File: src/rtl/pusch_scr_core.sv
// PUSCH bit scrambler: sequences the Gold generator, XORs data bits and resolves x/y UCI tags.
// Optional build macro PUSCH_SCR_BYPASS_EN adds a per-codeword bypass input (no generator activity).
module pusch_scr_core #(
  parameter int unsigned LEN_W = 17
) (
  input  logic             CLK_PR_new,
  input  logic             RST_PR,
  input  logic             start,
  input  logic [LEN_W-1:0] cw_len,
`ifdef PUSCH_SCR_BYPASS_EN
  input  logic             bypass,
`endif
  input  logic             gold_valid,
  input  logic             gold_bit,
  output logic             gen_shift,
  output logic             gen_out_en,
  output logic             gen_adv,
  input  logic             in_valid,
  input  logic             in_bit,
  input  logic [1:0]       in_tag,
  output logic             in_ready,
  output logic             out_valid,
  output logic             out_bit,
  input  logic             out_ready,
  output logic             busy,
  output logic             done
);

  localparam logic [1:0] TAG_X = 2'b01;
  localparam logic [1:0] TAG_Y = 2'b10;

  typedef enum logic [2:0] {
    S_IDLE  = 3'd0,
    S_LOAD  = 3'd1,
    S_WARM  = 3'd2,
    S_RUN   = 3'd3,
    S_DRAIN = 3'd4
  } state_t;

  state_t           state_q;
  logic [LEN_W-1:0] len_q;
  logic [LEN_W-1:0] cnt_q;
  logic             prev_q;
  logic             out_valid_q;
  logic             out_bit_q;
  logic             gen_shift_q;
  logic             gen_out_en_q;
  logic             busy_q;
  logic             done_q;
  logic             byp_q;
  logic             accept_c;
  logic             scr_bit_c;
  logic             last_c;

`ifndef PUSCH_SCR_BYPASS_EN
  assign byp_q = 1'b0;
`endif

  // Handshake: the output register may reload on the same cycle it is drained.
  assign in_ready  = (state_q == S_RUN) && (!out_valid_q || out_ready);
  assign accept_c  = in_valid && in_ready;
  assign gen_adv   = accept_c && !byp_q;
  assign last_c    = (cnt_q == (len_q - LEN_W'(1)));

  // UCI tag resolution; y repeats the previous scrambled bit (0 at the first index).
  always_comb begin
    scr_bit_c = in_bit ^ (gold_bit & ~byp_q);
    case (in_tag)
      TAG_X:   scr_bit_c = 1'b1;
      TAG_Y:   scr_bit_c = prev_q;
      default: scr_bit_c = in_bit ^ (gold_bit & ~byp_q);
    endcase
  end

  always_ff @(posedge CLK_PR_new or negedge RST_PR) begin
    if (!RST_PR) begin
      state_q      <= S_IDLE;
      len_q        <= '0;
      cnt_q        <= '0;
      prev_q       <= 1'b0;
      out_valid_q  <= 1'b0;
      out_bit_q    <= 1'b0;
      gen_shift_q  <= 1'b0;
      gen_out_en_q <= 1'b0;
      busy_q       <= 1'b0;
      done_q       <= 1'b0;
`ifdef PUSCH_SCR_BYPASS_EN
      byp_q        <= 1'b0;
`endif
    end else begin
      done_q <= 1'b0;
      if (accept_c) begin
        out_bit_q   <= scr_bit_c;
        out_valid_q <= 1'b1;
        prev_q      <= scr_bit_c;
        cnt_q       <= cnt_q + LEN_W'(1);
      end else if (out_ready) begin
        out_valid_q <= 1'b0;
      end

      case (state_q)
        S_IDLE: begin
          if (start) begin
            len_q  <= cw_len;
            cnt_q  <= '0;
            prev_q <= 1'b0;
            busy_q <= 1'b1;
`ifdef PUSCH_SCR_BYPASS_EN
            byp_q  <= bypass;
`endif
            if (cw_len == '0) begin
              state_q <= S_DRAIN;
`ifdef PUSCH_SCR_BYPASS_EN
            end else if (bypass) begin
              state_q <= S_RUN;
`endif
            end else begin
              state_q <= S_LOAD;
            end
          end
        end
        S_LOAD: begin
          state_q     <= S_WARM;
          gen_shift_q <= 1'b1;
        end
        S_WARM: begin
          if (gold_valid) begin
            state_q      <= S_RUN;
            gen_shift_q  <= 1'b0;
            gen_out_en_q <= 1'b1;
          end
        end
        S_RUN: begin
          if (accept_c && last_c) begin
            state_q      <= S_DRAIN;
            gen_out_en_q <= 1'b0;
          end
        end
        S_DRAIN: begin
          if (!out_valid_q || out_ready) begin
            state_q <= S_IDLE;
            busy_q  <= 1'b0;
            done_q  <= 1'b1;
          end
        end
        default: begin
          state_q      <= S_IDLE;
          gen_shift_q  <= 1'b0;
          gen_out_en_q <= 1'b0;
          busy_q       <= 1'b0;
        end
      endcase
    end
  end

  assign gen_shift  = gen_shift_q;
  assign gen_out_en = gen_out_en_q;
  assign out_valid  = out_valid_q;
  assign out_bit    = out_bit_q;
  assign busy       = busy_q;
  assign done       = done_q;

endmodule

File: config.mk
export PLATFORM = sky130hd
export DESIGN_NAME = pusch_scr_core
export DESIGN_NICKNAME = d
export VERILOG_FILES = /design/src/rtl/pusch_scr_core.sv
export SDC_FILE = /design/constraint.sdc
export NUM_CORES = 1
export LEC_CHECK = 0
export CORE_UTILIZATION = 44
export CTS_CLUSTER_DIAMETER = 120
export DETAILED_ROUTE_END_ITERATION = 10
export HOLD_SLACK_MARGIN = 0.03
export PLACE_DENSITY = 0.77
export SLEW_MARGIN = 20
export SYNTH_ARGS = -nofsm -noshare
export SYNTH_HDL_FRONTEND = slang
export SYNTH_SLANG_ARGS = --single-unit
File: constraint.sdc
create_clock -name CLK_PR_new -period 6.9 [get_ports CLK_PR_new]
set_clock_uncertainty 0.05 [all_clocks]
set_input_delay 1.38 -clock CLK_PR_new [delete_from_list [all_inputs] [get_ports CLK_PR_new]]
set_output_delay 1.38 -clock CLK_PR_new [all_outputs]
set_load 0.02 [all_outputs]
==> results of run 1 <==
worst reg2reg max path: cells and delay by family (launching register included):
family | cells | cell delay [ns]
compound gates | 1 | 0.39
xor+xnor | 1 | 0.11
fa+ha+maj | 1 | 0.25
buf+inv | 1 | 0.09
flops | 1 | 0.42
simple gates | 5 | 1.17
metal layers:
layer | routed length, µm | vias to the layer above | track usage (%)
met4 | 76 | 0 | 8.18
met2 | 2450 | 46 | 27.8
met5 | 0 | - | 0
li1 | - | 1020 | -
met3 | 279 | 6 | 3.68
met1 | 2720 | 980 | 29.9
layout by cell type (no fill, tap or decap), types with 2 or more instances in the layout:
cell type	n
dfrtp_1	44
clkdlybuf4s50_1	33
nor2_1	26
nand2_1	23
xnor2_1	23
o21ai_0	15
a21oi_1	15
mux2_2	15
xor2_1	13
inv_1	10
nor3_1	9
nand4_1	8
nand3_1	8
nor4_1	7
clkbuf_8	6
ha_1	4
or3_1	3
nor2b_1	2
nor2_2	2
and2_1	2
and4_1	2
and3_1	2
a211oi_1	2
a31oi_1	2
nor4_2	2
o211ai_1	2
worst paths after layout:
kind,end,slack (ns),startpoint
worst max-delay path,gen_adv,2.35,out_ready
worst min-delay path,out_bit$_DFFE_PN0P_,0.44,out_bit$_DFFE_PN0P_
worst max register to register,state_q[0]$_DFFE_PN0P_,4.29,len_q[0]$_DFFE_PN0P_
worst min register to register,out_bit$_DFFE_PN0P_,0.44,out_bit$_DFFE_PN0P_
max in group asynchronous,cnt_q[10]$_DFF_PN0_,5.01,RST_PR
min in group asynchronous,out_valid$_DFFE_PN0P_,1.17,RST_PR
through the flow:
step                      power [mW]  util (%)  hold WS, ns
after global routing            1.01      55.2        0.506
after floorplan                0.631         -        0.451
after global placement         0.731      53.1        0.416
after CTS                      0.949      55.2        0.444
after detailed placement       0.737      53.1        0.422
final                          0.943      55.2        0.440
registers in the layout (all words and copies together), names as in the netlist:
register,cells
out_valid,1
state_q,3
gen_out_en,1
done,1
out_bit,1
prev_q,1
busy,1
cnt_q,17
gen_shift,1
len_q,17
where the power goes:
group / switching (mW) / total (mW) / leakage, nW / internal, mW
logic: 0.171 / 0.345 / 0.671 / 0.174
registers: 0.0763 / 0.391 / 0.569 / 0.315
clock network: 0.0890 / 0.207 / 0.0614 / 0.118
final cells by class:
class,count,share of cell area (%)
repair buffers,35,11.1
inverters,11,1.33
clock inverters,2,1.25
well taps,72,2.91
multi-input cells,206,45.2
clock buffers,6,2.67
flip-flops and latches,44,35.5
cell families (layout without fill, tap and decap cells):
family                     count (synthesis)  after routing  share of synthesized area (%)
AOI/OAI and AO/OA                         44             44                           10.5
and+or+nand+nor                          107            107                           22.7
DFF                                       44             44                           42.2
buffers and inverters                     22             54                           4.08
adders and majority gates                  4              4                           1.92
muxes                                     15             15                           6.48
xor gates and xnor gates                  36             36                           12.1
==> metrics.txt, run 1 <==
overall routing resource usage 19.9%; relative slew slack 35.0%; Post-synth ARST share 100%; # hold bufs at CTS 0; status complete, no violations; antenna violations before repair 0; clock-pin slew on the worst setup and hold paths ~0.09 ns; endpoints failing setup 0; CP endpoint kind primary output; Die Ht 79.0 µm; Post-Syn Instances 272; Worst EP required 5.47 ns; Antenna Nets Post-Route 0; clk sink count 44; DR vias 2,052; first-pass GRT wire length between 9000 and 10,000 µm; hold path depth 2; Pins Over Slew Limit 0; # DRC 0; Leak Pwr 1.30 nW; Synth area leader dfrtp_1; DR WL/cell 14.7 µm; minimum clock period 4.55 ns; Post-Layout Inst Area 3100 µm²; Iter 0 DRT Violations 117; Critical Path Max Stage Delay 0.62 ns; Placed Area 2980 µm²; VDD IR max ~0.16 mV; setup_tns 0 ns; worst-path fanout max 9; Critical Path Stages 6; vias in the first global route 1,936; 1st-pass router iterations 4; Setup Fix Bufs, Post-CTS 0; GP Congestion ~0.85; most frequent CP cell clkdlybuf4s50_1; arrival time of the worst setup path 3.12 ns; area grow syn2layout 18.9%; largest net degree at the start of global routing between 40 and 50; post-synthesis cell type count between 40 and 50; R2R depth 9; depth of the CTS H-tree 2; RSZ-0062 raised after global routing no; Slowest-stage cell, CP clkdlybuf4s50_1; placed insts 368; Synth top cells by count 44 x dfrtp_1, 27 x nor2_1, 23 x nand2_1, 23 x xnor2_1; Clk Latency, worst-skew pair ~0.30 ns; CTS Buffer Depth 2; Post-synth EDFFs 0; cts bufs inserted 5; vias per inst 5.46; sequential cell area 1100 µm²; syn avg cell area 9.58 µm²; n_diodes 0; CP Cell Sequence clkdlybuf4s50_1, nor2b_1, nor3_1, nand2_1, inv_2, clkdlybuf4s50_1; Hold Vio Cnt, Final 0; # rows 27; Finished Layout Cells 376; PD cells 304 nW/µm²; worst setup slack after layout roughly 2.3 ns; synthesized cell area 2610 µm²; Yosys reg bits 44; port buffer count 34; share of cells above drive strength 1 13.2%; CTS tree yes; Die W 79.0 µm; Ys Warns 0; clk root buf clkbuf_8; Syn Nets just over 300; CP Class in2out; Resize count post-CTS 0; WL final 5530 µm; CP Launch Type input port; most area-consuming cells after synthesis dfrtp_1 42%, xnor2_1 7.7%, mux2_2 6.5%; core footprint between 5000 and 6000 µm²; post-DP HPWL about 4000 µm; Worst-Margin Slew 0.974 ns; DIE AREA 6230 µm²; main flop type after synthesis dfrtp_1; most frequent cell after synthesis dfrtp_1; fin crit share 66.0%; Final #Nets 334; post-synthesis sequential area ratio 42.2%; Critical path buffers and inverters 3; fmax 220 MHz; Initial Util 46.5%; maxcap violations 0; Multi-input gate area 1400 µm²; IO Count 35; Synth top area share 42.2%; Crit path max-delay family buffers and inverters; Filler cells 521; Hold Crit Class reg2reg; total gr overflow 0; Place WS 2.35 ns
Power figures use the tool's default switching activity.
==> run 2: changes to the inputs <==
- clock period: 6.9 -> 4.6 ns (I/O delays scaled with it)
==> metrics.txt, run 2 (synthesized netlist as in run 1, its figures left out) <==
Met3 Wirelength 380 µm; commonest non-fill, non-tap cell in the layout dfrtp_1; Hold Crit Class reg2reg; Final #Nets 334; Initial Util 46.5%; relative slew slack 35.2%; DR WL/cell approximately 15 µm; Die W a little under 80 µm; Post-Layout Inst Area 3100 µm²; depth of the CTS H-tree 2; fin crit share 79.3%; core footprint ~5600 µm²; Comb pwr share around 37%; total gr overflow 0; DIE AREA just over 6000 µm²; arrival time of the worst setup path roughly 2.7 ns; maxcap violations 0; most frequent CP cell clkdlybuf4s50_1; vias per inst approximately 5.6; M1 WL around 2700 µm; largest net degree at the start of global routing 45; PD cells 458 nW/µm²; port buffer count 34; internal power 0.911 mW; CP Launch Type input port; Clock power frac 21.6%; Pins Over Slew Limit 0; RSZ-0062 raised after global routing no; n_diodes 0; Sw Share 35.9%; Final Core Density 55.3%; Critical Path Max Stage Delay approximately 0.62 ns; Critical path buffers and inverters 3; Antenna Nets Post-Route 0; endpoints failing setup 0; # rows 27; Resize count post-CTS 0; Finished Layout Cells 376; Placed Area 2980 µm²; most frequent cells in the layout 44 x dfrtp_1, 33 x clkdlybuf4s50_1, 26 x nor2_1, 23 x nand2_1, 23 x xnor2_1; VDD IR max 0.258 mV; Crit path max-delay family buffers and inverters; CP Cell Sequence clkdlybuf4s50_1, nor2b_1, nor3_1, nand2_1, inv_2, clkdlybuf4s50_1; Setup Fix Bufs, Post-CTS 0; clk sink count 44; DR WL met2 2610 µm; vias in the first global route 2,042; Filler cells 516; 1st-pass router iterations 4; first-pass GRT wire length 9810 µm; overall routing resource usage 20.4%; Hold Vio Cnt, Final 0; cts bufs inserted 5; CTS Buffer Depth 2; Worst-Margin Slew 0.971 ns; GP Congestion 0.862; CTS tree yes; IO Count 35; Clk Latency, worst-skew pair 0.29 ns; Place WS 0.923 ns; share of cells above drive strength 1 13.2%; # DRC 0; Switch Pwr 0.511 mW; setup_tns 0 ns; WL final approximately 5700 µm; CP endpoint kind primary output; Iter 0 DRT Violations 171; Slowest-stage cell, CP clkdlybuf4s50_1; DR vias 2,110; fmax approximately 270 MHz; clock-pin slew on the worst setup and hold paths around 0.080 ns; antenna violations before repair 0; placed insts 368; sequential share of power 41.7%; minimum clock period 3.65 ns; area grow syn2layout 19.0%; status complete, no violations; worst-path fanout max 9; Worst EP required between 3 and 4 ns; worst setup slack after layout 0.951 ns; CP Class in2out; # hold bufs at CTS 0; clk root buf clkbuf_8; biggest regs cnt_q: 17 flops, len_q: 17 flops, state_q: 3 flops; Leak Pwr 1.30 nW; post-DP HPWL 4340 µm; Die Ht 79.0 µm; Top Metal Used met4
==> run 2: cell type report <==
| class | count | area, µm² | share of cell area (%) |
|---|---|---|---|
| clock inverters | 2 | 38.8 | 1.25 |
| flip-flops and latches | 44 | 1100 | 35.5 |
| inverters | 11 | 41.3 | 1.33 |
| clock buffers | 6 | 82.6 | 2.66 |
| well taps | 72 | 90.1 | 2.91 |
| multi-input cells | 206 | 1400 | 45.2 |
| repair buffers | 35 | 345 | 11.1 |
==> run 2: metal layers <==
layer,vias up,global-route usage (%)
li1,1018,-
met1,1012,29.3
met2,74,30.9
met3,6,3.68
met4,0,7.09
met5,-,0
==> run 2: tightest hold or removal path, stage by stage (launching register included) <==
cell     delay (ns)
dfrtp_1        0.35
nand2_1        0.05
nand2_1        0.06
==> run 2: power groups by stage <==
stage	logic (mW)	registers (mW)	clock network, mW
2_1_floorplan	0.366	0.580	0
3_3_place_gp	0.508	0.593	0
3_5_place_dp	0.524	0.595	0
4_1_cts	0.528	0.589	0.314
5_1_grt	0.582	0.608	0.330
6_report	0.523	0.592	0.306
==> run 2: final timing paths <==
path	depth (start not counted)	slack (ns)	end	startpoint
worst max-delay path	6	0.95	gen_adv	out_ready
worst min-delay path	2	0.43	out_bit$_DFFE_PN0P_	out_bit$_DFFE_PN0P_
worst max register to register	9	1.97	state_q[0]$_DFFE_PN0P_	len_q[0]$_DFFE_PN0P_
worst min register to register	2	0.43	out_bit$_DFFE_PN0P_	out_bit$_DFFE_PN0P_
max in group asynchronous	1	3.56	len_q[8]$_DFFE_PN0P_	RST_PR
min in group asynchronous	1	0.55	out_bit$_DFFE_PN0P_	RST_PR
==> run 2: stage by stage <==
step / hold slack [ns] / power, mW
finish: 0.430 / 1.42
global route: 0.491 / 1.52
CTS: 0.436 / 1.43
detailed placement: 0.415 / 1.12
global placement: 0.417 / 1.10
floorplan: 0.451 / 0.947
